==> src/rtl/dma_copy_engine_if.sv <==
// -----------------------------------------------------------------------------
// dma_copy_engine_if
//   Memory-side bus of the DMA copy engine: a read channel (request plus
//   returned data/response) and a write channel (request plus response).
//
//   Handshake rules: a request transfers on a cycle where valid && ready
//   are both high at the rising clock edge. Once valid is raised, the
//   address (and write data) stay stable until that transfer. valid does
//   not wait on ready. rd_dvalid and wr_bvalid are single-cycle strobes
//   with no ready; the engine always accepts them.
//
//   Modports:
//     master : engine side (drives requests, receives data/responses)
//     slave  : memory side (drives ready, data and responses)
// -----------------------------------------------------------------------------
interface dma_copy_engine_if #(
  parameter int ADDR_WIDTH = 32,
  parameter int DATA_WIDTH = 32
);
  logic [ADDR_WIDTH-1:0] rd_addr;
  logic                  rd_valid;
  logic                  rd_ready;
  logic                  rd_dvalid;
  logic [DATA_WIDTH-1:0] rd_data;
  logic [1:0]            rd_resp;
  logic [ADDR_WIDTH-1:0] wr_addr;
  logic [DATA_WIDTH-1:0] wr_data;
  logic                  wr_valid;
  logic                  wr_ready;
  logic                  wr_bvalid;
  logic [1:0]            wr_resp;

  modport master (
    output rd_addr, rd_valid,
    input  rd_ready, rd_dvalid, rd_data, rd_resp,
    output wr_addr, wr_data, wr_valid,
    input  wr_ready, wr_bvalid, wr_resp
  );

  modport slave (
    input  rd_addr, rd_valid,
    output rd_ready, rd_dvalid, rd_data, rd_resp,
    input  wr_addr, wr_data, wr_valid,
    output wr_ready, wr_bvalid, wr_resp
  );
endinterface

==> src/rtl/dma_copy_engine.sv <==
// -----------------------------------------------------------------------------
// dma_copy_engine
//   Copies length bytes from src_addr to dst_addr one word at a time. Each
//   word is a read request, a wait for read data, a write request and a
//   wait for the write response. Completion sets a sticky done flag and
//   optionally pulses irq for one cycle.
//
//   Optional feature macro: DMA_ERR_CHECK_EN
//     defined   : a non-OKAY rd_resp/wr_resp aborts the transfer and sets
//                 the sticky error flag (done and irq still follow).
//     undefined : responses are ignored and error stays 0.
//
//   Ports:
//     ACLK, ARESET          clock, synchronous active-high reset
//     start                 launch pulse, honoured only when idle
//     irq_enable            irq enable, sampled at accepted start
//     src_addr, dst_addr    byte addresses, sampled at accepted start
//     length                byte count, sampled at accepted start
//     busy, done, irq       status (done sticky, irq one-cycle pulse)
//     error                 sticky error flag
//     dbg_state             current FSM state encoding
//     mem                   memory bus (master side)
//
//   Timing with zero-wait memory: 4 cycles per word; done becomes visible
//   4*words+2 cycles after the cycle in which start is high. The FINISH
//   state's actions are registered, so done/irq appear in the cycle after
//   FINISH.
// -----------------------------------------------------------------------------
module dma_copy_engine #(
  parameter int ADDR_WIDTH = 32,
  parameter int DATA_WIDTH = 32,
  parameter int LEN_WIDTH  = 32
) (
  input  logic                  ACLK,
  input  logic                  ARESET,
  input  logic                  start,
  input  logic                  irq_enable,
  input  logic [ADDR_WIDTH-1:0] src_addr,
  input  logic [ADDR_WIDTH-1:0] dst_addr,
  input  logic [LEN_WIDTH-1:0]  length,
  output logic                  busy,
  output logic                  done,
  output logic                  irq,
  output logic                  error,
  output logic [2:0]            dbg_state,
  dma_copy_engine_if.master     mem
);

  localparam int BPW   = DATA_WIDTH / 8;
  localparam int SHIFT = $clog2(BPW);

  typedef enum logic [2:0] {
    IDLE    = 3'd0,
    RD_REQ  = 3'd1,
    RD_WAIT = 3'd2,
    WR_REQ  = 3'd3,
    WR_RESP = 3'd4,
    FINISH  = 3'd5
  } state_t;

  state_t                state;
  logic [ADDR_WIDTH-1:0] src_q;
  logic [ADDR_WIDTH-1:0] dst_q;
  logic [LEN_WIDTH-1:0]  words_q;
  logic [DATA_WIDTH-1:0] data_q;
  logic                  irq_en_q;
  logic                  busy_q;
  logic                  done_q;
  logic                  irq_q;
  logic                  error_q;
  logic                  rd_valid_q;
  logic                  wr_valid_q;
  logic [LEN_WIDTH-1:0]  start_words;
  logic                  rd_err;
  logic                  wr_err;

  // Low byte bits of length are dropped: partial words are not copied.
  assign start_words = length >> SHIFT;

`ifdef DMA_ERR_CHECK_EN
  assign rd_err = (mem.rd_resp != 2'b00);
  assign wr_err = (mem.wr_resp != 2'b00);
`else
  assign rd_err = 1'b0;
  assign wr_err = 1'b0;
  logic unused_resp;
  assign unused_resp = ^{mem.rd_resp, mem.wr_resp};
`endif

  always_ff @(posedge ACLK) begin
    if (ARESET) begin
      state      <= IDLE;
      src_q      <= '0;
      dst_q      <= '0;
      words_q    <= '0;
      data_q     <= '0;
      irq_en_q   <= 1'b0;
      busy_q     <= 1'b0;
      done_q     <= 1'b0;
      irq_q      <= 1'b0;
      error_q    <= 1'b0;
      rd_valid_q <= 1'b0;
      wr_valid_q <= 1'b0;
    end else begin
      irq_q <= 1'b0;
      case (state)
        IDLE: begin
          if (start) begin
            src_q    <= src_addr;
            dst_q    <= dst_addr;
            words_q  <= start_words;
            irq_en_q <= irq_enable;
            done_q   <= 1'b0;
            error_q  <= 1'b0;
            busy_q   <= 1'b1;
            if (start_words == '0) begin
              state <= FINISH;
            end else begin
              state      <= RD_REQ;
              rd_valid_q <= 1'b1;
            end
          end
        end
        RD_REQ: begin
          if (mem.rd_ready) begin
            rd_valid_q <= 1'b0;
            state      <= RD_WAIT;
          end
        end
        RD_WAIT: begin
          if (mem.rd_dvalid) begin
            if (rd_err) begin
              // Failing word is dropped; no write is issued for it.
              error_q <= 1'b1;
              state   <= FINISH;
            end else begin
              data_q     <= mem.rd_data;
              wr_valid_q <= 1'b1;
              state      <= WR_REQ;
            end
          end
        end
        WR_REQ: begin
          if (mem.wr_ready) begin
            wr_valid_q <= 1'b0;
            state      <= WR_RESP;
          end
        end
        WR_RESP: begin
          if (mem.wr_bvalid) begin
            if (wr_err) begin
              // Failing word is not counted and addresses are not advanced.
              error_q <= 1'b1;
              state   <= FINISH;
            end else begin
              words_q <= words_q - LEN_WIDTH'(1);
              src_q   <= src_q + ADDR_WIDTH'(BPW);
              dst_q   <= dst_q + ADDR_WIDTH'(BPW);
              if (words_q == LEN_WIDTH'(1)) begin
                state <= FINISH;
              end else begin
                state      <= RD_REQ;
                rd_valid_q <= 1'b1;
              end
            end
          end
        end
        FINISH: begin
          busy_q <= 1'b0;
          done_q <= 1'b1;
          irq_q  <= irq_en_q;
          state  <= IDLE;
        end
        default: begin
          state <= IDLE;
        end
      endcase
    end
  end

  assign busy         = busy_q;
  assign done         = done_q;
  assign irq          = irq_q;
  assign error        = error_q;
  assign dbg_state    = state;
  assign mem.rd_addr  = src_q;
  assign mem.rd_valid = rd_valid_q;
  assign mem.wr_addr  = dst_q;
  assign mem.wr_data  = data_q;
  assign mem.wr_valid = wr_valid_q;

endmodule

==> src/flat_wrapper.sv <==
// flat-port wrapper written by rule: the top's interface ports become plain ports
module dma_copy_engine_flat 
#(
  parameter int ADDR_WIDTH = 32,
  parameter int DATA_WIDTH = 32,
  parameter int LEN_WIDTH  = 32
)
  (ACLK, ARESET, start, irq_enable, src_addr, dst_addr, length, busy, done, irq, error, dbg_state, mem_rd_addr, mem_rd_valid, mem_rd_ready, mem_rd_dvalid, mem_rd_data, mem_rd_resp, mem_wr_addr, mem_wr_data, mem_wr_valid, mem_wr_ready, mem_wr_bvalid, mem_wr_resp);
  dma_copy_engine_if #(.ADDR_WIDTH(ADDR_WIDTH), .DATA_WIDTH(DATA_WIDTH)) mem_i ();
  input  logic ACLK;
  input  logic ARESET;
  input  logic start;
  input  logic irq_enable;
  input  logic [ADDR_WIDTH-1:0] src_addr;
  input  logic [ADDR_WIDTH-1:0] dst_addr;
  input  logic [LEN_WIDTH-1:0] length;
  output logic busy;
  output logic done;
  output logic irq;
  output logic error;
  output logic [2:0] dbg_state;
  output wire logic [$bits(mem_i.rd_addr)-1:0] mem_rd_addr;
  output wire logic [$bits(mem_i.rd_valid)-1:0] mem_rd_valid;
  input wire logic [$bits(mem_i.rd_ready)-1:0] mem_rd_ready;
  input wire logic [$bits(mem_i.rd_dvalid)-1:0] mem_rd_dvalid;
  input wire logic [$bits(mem_i.rd_data)-1:0] mem_rd_data;
  input wire logic [$bits(mem_i.rd_resp)-1:0] mem_rd_resp;
  output wire logic [$bits(mem_i.wr_addr)-1:0] mem_wr_addr;
  output wire logic [$bits(mem_i.wr_data)-1:0] mem_wr_data;
  output wire logic [$bits(mem_i.wr_valid)-1:0] mem_wr_valid;
  input wire logic [$bits(mem_i.wr_ready)-1:0] mem_wr_ready;
  input wire logic [$bits(mem_i.wr_bvalid)-1:0] mem_wr_bvalid;
  input wire logic [$bits(mem_i.wr_resp)-1:0] mem_wr_resp;
  assign mem_rd_addr = mem_i.rd_addr;
  assign mem_rd_valid = mem_i.rd_valid;
  assign mem_i.rd_ready = mem_rd_ready;
  assign mem_i.rd_dvalid = mem_rd_dvalid;
  assign mem_i.rd_data = mem_rd_data;
  assign mem_i.rd_resp = mem_rd_resp;
  assign mem_wr_addr = mem_i.wr_addr;
  assign mem_wr_data = mem_i.wr_data;
  assign mem_wr_valid = mem_i.wr_valid;
  assign mem_i.wr_ready = mem_wr_ready;
  assign mem_i.wr_bvalid = mem_wr_bvalid;
  assign mem_i.wr_resp = mem_wr_resp;
  dma_copy_engine #(.ADDR_WIDTH(ADDR_WIDTH), .DATA_WIDTH(DATA_WIDTH), .LEN_WIDTH(LEN_WIDTH)) u_core (.ACLK(ACLK), .ARESET(ARESET), .start(start), .irq_enable(irq_enable), .src_addr(src_addr), .dst_addr(dst_addr), .length(length), .busy(busy), .done(done), .irq(irq), .error(error), .dbg_state(dbg_state), .mem(mem_i));
endmodule
==> config.mk <==
export PLATFORM = sky130hd
export DESIGN_NAME = dma_copy_engine_flat
export DESIGN_NICKNAME = d
export VERILOG_FILES = /design/src/rtl/dma_copy_engine_if.sv /design/src/rtl/dma_copy_engine.sv /design/src/flat_wrapper.sv
export SDC_FILE = /design/constraint.sdc
export NUM_CORES = 1
export LEC_CHECK = 0
export BUFFER_PORTS_ARGS = -buffer_cell sky130_fd_sc_hd__buf_2
export CELL_PAD_IN_SITES_DETAIL_PLACEMENT = 1
export CELL_PAD_IN_SITES_GLOBAL_PLACEMENT = 2
export CORE_ASPECT_RATIO = 1.2
export CORE_UTILIZATION = 28
export DETAILED_ROUTE_END_ITERATION = 12
export PLACE_DENSITY = 0.83
export SYNTH_ARGS = -nofsm -noshare
export SYNTH_HDL_FRONTEND = slang
export SYNTH_SLANG_ARGS = --single-unit
==> constraint.sdc <==
create_clock -name ACLK -period 3.34 [get_ports ACLK]
set_clock_uncertainty 0.1 [all_clocks]
set_input_delay 0.668 -clock ACLK [delete_from_list [all_inputs] [get_ports ACLK]]
set_output_delay 0.668 -clock ACLK [all_outputs]
set_load 0.02 [all_outputs]
==> impl_metrics.toml, run 1 <==
[outcome]
status = "completed"

[clock_tree]
cts_tree = "done"
clkSlewWorstSetupHoldPaths_ns = 0.06
cts_buffers = 17
clock_latency_ns = 0.43
cts_setup_buffers = 0
cts_hold_buf = 0
clock_sinks = 137
cts_resized = 0
clk_path_buf_depth = 2
htree_levels = 4
cts_root_buf = "clkbuf_16"

[drt]
routedWlPerCell_um = 19.1
routed_via_density = 5.50
wirelength_um = 29800
first_pass_iters = 5
first_iter_violations = 378
post-route-drc-count = 0
drtAntennaViolNets = 0
num_vias = 8568

[layout]
final_nets = 1351
area_delta_synth_final_pct = 27.4
multiInputGateArea_um2 = 4380
nFillCells = 3311
mostFrequentLayoutCells = "buf_2, nand2_1, dfxtp_1"
regArea_um2 = 2740
drive_gt1_share_pct = 25.5
layout_commonest_cell = "buf_2"

[critical_path]
arrival_ns = 2.87
reg2reg_from = "u_core.words_q[8]$_SDFFE_PP0P_"
setup.worst_path.class = "reg -> reg"
r2r-end = "u_core.words_q[31]$_SDFFE_PP0P_"
cp-startpoint = "u_core.words_q[8]$_SDFFE_PP0P_"
rr_worst_depth = 5
critical_path_required_ns = 3.56
cp-start-kind = "register"
ff2ff_setup_slack_ns = 0.69
worstSetupEndpointType = "register"
cp_max_fo = 9

[yosys]
syn_area_um2 = 7480
synth_flop_cell = "dfxtp_1"
ys_warn_count = 0
synth.yosys.seq_area_share_pct = 36.7
synth.distinct_cells = 64
synth_seq_cells = 137
synthCells = 1015
syn-num-nets = 1159
ys_async_sr_fraction_pct = 0
syn-mean-instance-area_um2 = 7.37
synth_edf_count = 0

[floorplanning]
die_h_um = 181
die_w_um = 151
core_area_um2 = 26300
fp-row-count = 65
die-area_um2 = 27400
io_pins = 245
initial_utilization_pct = 28.5

[grt]
grt_max_degree = 77
use_met1_pct = 27.8
antenna_found_initial = 2
globalRouteTotalUtil_pct = 21.7
use_met3_pct = 5.71
grt_pass1_wl_um = 46600
grt_use_met2_pct = 35.2
top_usage_layer = "met2"
grt_pass1_vias = 8472
grt-ovfl-total = 0

[placement]
place.gp.congestion = 0.805
portBuffers = 237
hpwl_um = 20800
dpl_worst_slack_ns = 0.703

[hold_path]
holdPathEnd = "u_core.mem.wr_data[9]$_SDFFE_PP0P_"
hold_depth = 2
hp-class = "reg -> reg"
hp-start = "u_core.mem.wr_data[9]$_SDFFE_PP0P_"

[timing]
setup_viol = 0
slew_headroom_pct = 48.2
tightest_slew_ns = 0.778
maxSlewViolCount = 0
fin_ws_ns = 0.691
rsz0062_at_grt = "no"
clock.fmax_ghz = 0.377
fin_crit_ns = 2.65
post-route-period-util_pct = 79.3
setup_tns_ns = 0
hold_violations = 0
hold_slack_ns = 0.353

[power]
p_leak_nw = 3.84
pwr-share-seq_pct = 41.2
p_per_area_nw_per_um2 = 487
power.total_mw = 4.64
ir_drop_mv = 0.305
pwr-share-clk_pct = 38.4
p_comb_share_pct = 20.4
intPower_mw = 3.07
power_switching_mw = 1.56
switching_share_pct = 33.7

[job]
maxCapViolCount = 0
==> layer usage <==
layer  part of all wire, %  vias to the layer above  wire length, um
met5                     0                        -                0
met4                   1.6                        0              485
met3                   6.3                       40             1860
met2                    47                      231            14000
met1                    45                     4140            13400
li1                      -                     4157                -
==> stage by stage <==
step	cells	cell area, um2	utilization, %
after global placement	1523	8980	34.2
final	1557	9530	36.3
after global routing	1556	9520	36.3
after floorplan	1015	7480	-
after CTS	1555	9520	36.2
after detailed placement	1523	8980	34.2
==> how the worst max path moves through the flow <==
stage	endpoint	slack [ns]	depth (start not counted)
finish	u_core.words_q[31]$_SDFFE_PP0P_	0.69	5
global route	u_core.mem.rd_valid$_SDFFE_PP0P_	0.58	5
CTS	u_core.words_q[31]$_SDFFE_PP0P_	0.69	5
detailed placement	u_core.words_q[31]$_SDFFE_PP0P_	0.70	5
global placement	u_core.words_q[31]$_SDFFE_PP0P_	0.74	5
floorplan	u_core.words_q[31]$_SDFFE_PP0P_	0.92	6
==> cells in the mapped netlist (all sizes together) (4+ instances only) <==
| master | n | area share [%] |
|---|---|---|
| o211ai | 6 | 0.60 |
| ha | 4 | 0.67 |
| nor4 | 19 | 1.8 |
| dfxtp | 137 | 37 |
| nor3 | 31 | 2.1 |
| inv | 11 | 0.55 |
| a31oi | 23 | 1.9 |
| buf | 6 | 0.37 |
| a21o | 6 | 0.60 |
| nor2b | 5 | 0.42 |
| or3 | 7 | 0.59 |
| o2bb2ai | 4 | 0.47 |
| nor3b | 6 | 0.60 |
| o21ai | 62 | 4.1 |
| a22oi | 10 | 1.0 |
| nand4 | 37 | 3.1 |
| a311oi | 8 | 0.94 |
| a32oi | 4 | 0.47 |
| mux2i | 9 | 1.2 |
| nor2 | 78 | 3.9 |
| o22ai | 13 | 1.1 |
| o32ai | 5 | 0.59 |
| nand2 | 149 | 7.5 |
| o31ai | 12 | 1.2 |
| a21oi | 122 | 8.2 |
| a32o | 5 | 0.67 |
| or4 | 6 | 0.75 |
| and3 | 20 | 1.7 |
| and2 | 16 | 1.3 |
| clkbuf | 81 | 4.1 |
| nand3 | 43 | 2.9 |
| and4 | 11 | 1.3 |
| a211oi | 19 | 1.9 |
==> cell families after synthesis <==
logic type	after synthesis	synth area share [%]
AOI/OAI and AO/OA	326	27.2
adders and majority gates	4	0.669
buffers and inverters	98	4.98
DFF	137	36.7
muxes	10	1.36
other	1	0.0501
and+or+nand+nor	439	29.1
==> worst max-delay path: stages, from the launching register on <==
cell and delay, ns:
dfxtp_1 0.33, or4_4 0.55, or4_1 0.73, or2_4 0.36, o31a_1 0.28, o21a_1 0.18
==> power by group through the flow <==
stage	clock (mW)	combinational (mW)	sequential, mW
2_1_floorplan	0	0.483	2.01
3_3_place_gp	0	0.936	1.94
3_5_place_dp	0	0.950	1.94
4_1_cts	1.83	0.955	1.91
5_1_grt	1.90	1.04	1.93
6_report	1.78	0.947	1.91
==> flip-flops by register name, summed over array words and instances, names as in the netlist <==
name,count
u_core.done,1
u_core.mem.wr_valid,1
u_core.dbg_state,3
u_core.mem.rd_addr,32
u_core.irq,1
u_core.mem.rd_valid,1
u_core.mem.wr_data,32
u_core.mem.wr_addr,32
u_core.busy,1
u_core.irq_en_q,1
u_core.words_q,32
==> final cells by class <==
type	count	area share, %
multi-input combinational	780	46.0
sequential	137	28.8
timing repair buffer	260	14.7
clock buffer	18	4.61
tap	335	4.40
clock inverter	14	1.05
inverter	11	0.433
antenna	2	0.0525
Note: power is estimated with default switching activity, not from simulation.
==> run 2, diff against run 1 <==
Clock period 3.34 ns to 2.75 ns, I/O delays scaled along.
==> impl_metrics.toml, run 2 (same netlist as run 1, synthesis figures left out) <==
[outcome]
status = "completed"

[power]
p_leak_nw = 3.94
switching_share_pct = 32.3
ir_drop_mv = 0.414
power.total_mw = 5.68
pwr-share-seq_pct = 40.9
pwr-share-clk_pct = 38.2
intPower_mw = 3.84
p_per_area_nw_per_um2 = 586
power_switching_mw = 1.83
p_comb_share_pct = 20.9

[clock_tree]
clkSlewWorstSetupHoldPaths_ns = 0.06
htree_levels = 4
cts_root_buf = "clkbuf_16"
cts_buffers = 17
cts_setup_buffers = 0
clock_sinks = 137
clock_latency_ns = 0.43
clk_path_buf_depth = 2
cts_tree = "done"
cts_resized = 0
cts_hold_buf = 0

[timing]
hold_violations = 0
tightest_slew_ns = 0.654
setup_tns_ns = 0
slew_headroom_pct = 56.2
hold_slack_ns = 0.254
maxSlewViolCount = 0
post-route-period-util_pct = 91.6
setup_viol = 0
rsz0062_at_grt = "no"
fin_crit_ns = 2.52
fin_ws_ns = 0.232
clock.fmax_ghz = 0.397

[grt]
globalRouteTotalUtil_pct = 21.8
grt_max_degree = 72
grt_pass1_vias = 8675
grt-ovfl-total = 0
antenna_found_initial = 1
grt_pass1_wl_um = 46700

[drt]
routedWlPerCell_um = 19.0
wirelength_um = 29800
first_pass_iters = 6
post-route-drc-count = 0
routed_via_density = 5.51
num_vias = 8667
first_iter_violations = 425
drtAntennaViolNets = 0

[critical_path]
critPathBufInv = 1
cp_cell_sequence = "or4_4, or4_1, buf_4, nor2_1, a311oi_1, nor3_1"
cp_max_fo = 7
cp-start-kind = "register"
worstSetupEndpointType = "register"
crit_path_max_incr_delay_ns = 0.59
setup.worst_path.class = "reg -> reg"
cp_slowest_cell = "or4_1"
critical_path_required_ns = 3.00
cpLargestDelayFamily = "simple AND/OR/NAND/NOR gates"
arrival_ns = 2.77

[placement]
dpl_worst_slack_ns = 0.242
place.gp.congestion = 0.818
placed_cells = 1540
dpl_cell_area_um2 = 9160
portBuffers = 237
hpwl_um = 21300

[floorplanning]
die_w_um = 151
core_area_um2 = 26300
die_h_um = 181
fp-row-count = 65
initial_utilization_pct = 28.5
io_pins = 245
die-area_um2 = 27400

[layout]
area_delta_synth_final_pct = 29.6
layout_commonest_cell = "buf_2"
nFillCells = 3303
drive_gt1_share_pct = 26.1
fin_area_um2 = 9690
final_nets = 1368
post-route-util_pct = 36.9
fin_cells = 1573
mostFrequentLayoutCells = "buf_2, nand2_1, dfxtp_1"

[hold_path]
hp-class = "in -> reg"

[job]
maxCapViolCount = 0
## run 2: cell types whose count changed in the layout (fill, tap and decap cells not counted)
| cell | delta |
|---|---|
| diode_2 | -1 |
| clkinv_2 | +1 |
| bufinv_16 | +1 |
| clkinv_4 | -3 |
| inv_6 | -3 |
| clkbuf_1 | +5 |
| buf_12 | +4 |
| buf_4 | +13 |
| clkinvlp_4 | -1 |
## run 2: final timing paths
check / startpoint / endpoint / slack (ns) / depth (start not counted)
worst max-delay path: u_core.words_q[8]$_SDFFE_PP0P_ / u_core.words_q[25]$_SDFFE_PP0P_ / 0.23 / 6
worst min-delay path: mem_rd_data[15] / u_core.mem.wr_data[15]$_SDFFE_PP0P_ / 0.25 / 3
worst max register to register: u_core.words_q[8]$_SDFFE_PP0P_ / u_core.words_q[25]$_SDFFE_PP0P_ / 0.23 / 6
worst min register to register: u_core.irq_en_q$_SDFFE_PP0P_ / u_core.irq$_SDFF_PP0_ / 0.34 / 2
## run 2: routing by layer
layer / vias up / wire (um) / global-route usage (%)
met4: 0 / 490 / 7.32
li1: 4198 / - / -
met3: 26 / 1880 / 5.23
met5: - / 0 / 0
met2: 237 / 14300 / 35.5
met1: 4206 / 13200 / 27.8
## run 2: power groups by stage
stage | sequential [mW] | clock [mW] | combinational, mW
6_report | 2.32 | 2.17 | 1.19
2_1_floorplan | 2.44 | 0 | 0.586
4_1_cts | 2.32 | 2.24 | 1.20
5_1_grt | 2.35 | 2.30 | 1.30
3_3_place_gp | 2.35 | 0 | 1.17
3_5_place_dp | 2.36 | 0 | 1.19
## run 2: area by class of cell
class	instances	area, um2	area share [%]
inverters	11	41.3	0.426
diodes	1	2.50	0.0258
well taps	335	419	4.32
flip-flops and latches	137	2740	28.3
clock buffers	23	458	4.72
multi-input cells	780	4380	45.2
repair buffers	277	1580	16.3
clock inverters	9	75.1	0.774
## run 2: worst min-delay path, delay by kind of cell
kind / cells / cell delay (ns)
AOI/OAI and AO/OA: 1 / 0.05
buffers and inverters: 1 / 0.09
and+or+nand+nor: 1 / 0.05
==> run 3, diff against run 2 <==
Settings changed: CELL_PAD_IN_SITES_DETAIL_PLACEMENT 1 to 2.
==> impl_metrics.toml, run 3 (same netlist as run 1, synthesis figures left out) <==
[placement]
dpl_cell_area_um2 = 9160
portBuffers = 237
hpwl_um = 23500
place.gp.congestion = 0.818

[floorplanning]
die-area_um2 = 27400
die_h_um = 181
fp-row-count = 65
io_pins = 245
initial_utilization_pct = 28.5
die_w_um = 151
core_area_um2 = 26300

[drt]
first_iter_violations = 260
first_pass_iters = 4
post-route-drc-count = 0
drtAntennaViolNets = 0
routedWlPerCell_um = 20.9
num_vias = 8860
routed_via_density = 5.63
wirelength_um = 32900

[grt]
grt_max_degree = 72
grt_pass1_vias = 9473
globalRouteTotalUtil_pct = 24.3
antenna_found_initial = 4
grt_pass1_wl_um = 52000
grt-ovfl-total = 0

[critical_path]
setup.worst_path.class = "reg -> reg"
arrival_ns = 2.84
cpLargestDelayFamily = "simple AND/OR/NAND/NOR gates"
rr_worst_depth = 6
cp_max_fo = 7
cp_slowest_cell = "or4_1"
crit_path_max_incr_delay_ns = 0.59
critPathBufInv = 1
cp.depth = 6
critical_path_required_ns = 3.00
worstSetupEndpointType = "register"
cp_cell_sequence = "or4_4, or4_1, buf_4, nor2_1, a311oi_1, nor3_1"
ff2ff_setup_slack_ns = 0.16
cp-start-kind = "register"

[layout]
area_delta_synth_final_pct = 29.4
mostFrequentLayoutCells = "buf_2, nand2_1, dfxtp_1"
nFillCells = 3170
regArea_um2 = 2740
multiInputGateArea_um2 = 4380
final_nets = 1368
fin_area_um2 = 9680
layout_commonest_cell = "buf_2"
drive_gt1_share_pct = 26.4

[timing]
slew_headroom_pct = 48.1
clock.fmax_ghz = 0.386
maxSlewViolCount = 0
setup_tns_ns = 0
fin_crit_ns = 2.59
tightest_slew_ns = 0.775
post-route-period-util_pct = 94.2
hold_violations = 0
rsz0062_at_grt = "no"
setup_viol = 0

[clock_tree]
cts_tree = "done"
cts_root_buf = "clkbuf_16"
clk_path_buf_depth = 2
htree_levels = 4
cts_buffers = 17
clock_sinks = 137
clock_latency_ns = 0.44
cts_resized = 0
cts_setup_buffers = 0
cts_hold_buf = 0
clkSlewWorstSetupHoldPaths_ns = 0.07

[power]
ir_drop_mv = 0.411
p_per_area_nw_per_um2 = 582
p_leak_nw = 3.92

[hold_path]
hp-class = "in -> reg"
hold_depth = 3

[outcome]
status = "completed"

[job]
maxCapViolCount = 0
-- run 3: stage by stage --
step | setup WS (ns) | cells | total power, mW | util (%) | hold slack, ns
2_1_floorplan | 0.328 | 1015 | 3.02 | - | 0.322
3_3_place_gp | 0.280 | 1540 | 3.53 | 34.9 | 0.338
3_5_place_dp | 0.178 | 1540 | 3.58 | 34.9 | 0.349
4_1_cts | 0.174 | 1570 | 5.70 | 36.8 | 0.235
5_1_grt | 0.0828 | 1573 | 5.90 | 36.8 | 0.250
6_report | 0.159 | 1574 | 5.64 | 36.8 | 0.248
-- run 3: per-layer routing --
layer	GRT usage, %	wire [um]	share of wire [%]	vias to the layer above
li1	-	-	-	4200
met1	29.4	14100	43	4409
met2	41.9	16500	50	215
met3	5.08	1640	5.0	36
met4	8.44	599	1.8	0
met5	0	0	0	-
-- run 3: where the power goes --
part | switching, mW | internal (mW) | leakage [nW]
Clock | 0.961 | 1.13 | 0.242
Sequential | 0.195 | 2.13 | 1.12
Combinational | 0.763 | 0.452 | 2.56
Total | 1.92 | 3.72 | 3.92
-- run 3: layout make-up --
class	count	area share (%)
Multi-Input combinational cell	780	45.2
Sequential cell	137	28.3
Timing Repair Buffer	277	16.3
Clock buffer	17	4.40
Tap cell	335	4.33
Clock inverter	13	0.879
Inverter	11	0.427
Antenna cell	4	0.103
-- run 3: worst reg2reg max path, stage by stage (launching register included) --
cell      delay (ns)
dfxtp_1         0.34
or4_4           0.57
or4_1           0.59
buf_4           0.20
nor2_1          0.34
a311oi_1        0.16
nor3_1          0.21
-- run 3: path summary, 6_finish.rpt --
| kind | to | start |
|---|---|---|
| min reg2reg | u_core.mem.wr_data[24]$_SDFFE_PP0P_ | u_core.mem.wr_data[24]$_SDFFE_PP0P_ |
| max reg2reg | u_core.words_q[25]$_SDFFE_PP0P_ | u_core.words_q[8]$_SDFFE_PP0P_ |
| min | u_core.mem.wr_data[13]$_SDFFE_PP0P_ | mem_rd_data[13] |
| max | u_core.words_q[25]$_SDFFE_PP0P_ | u_core.words_q[8]$_SDFFE_PP0P_ |
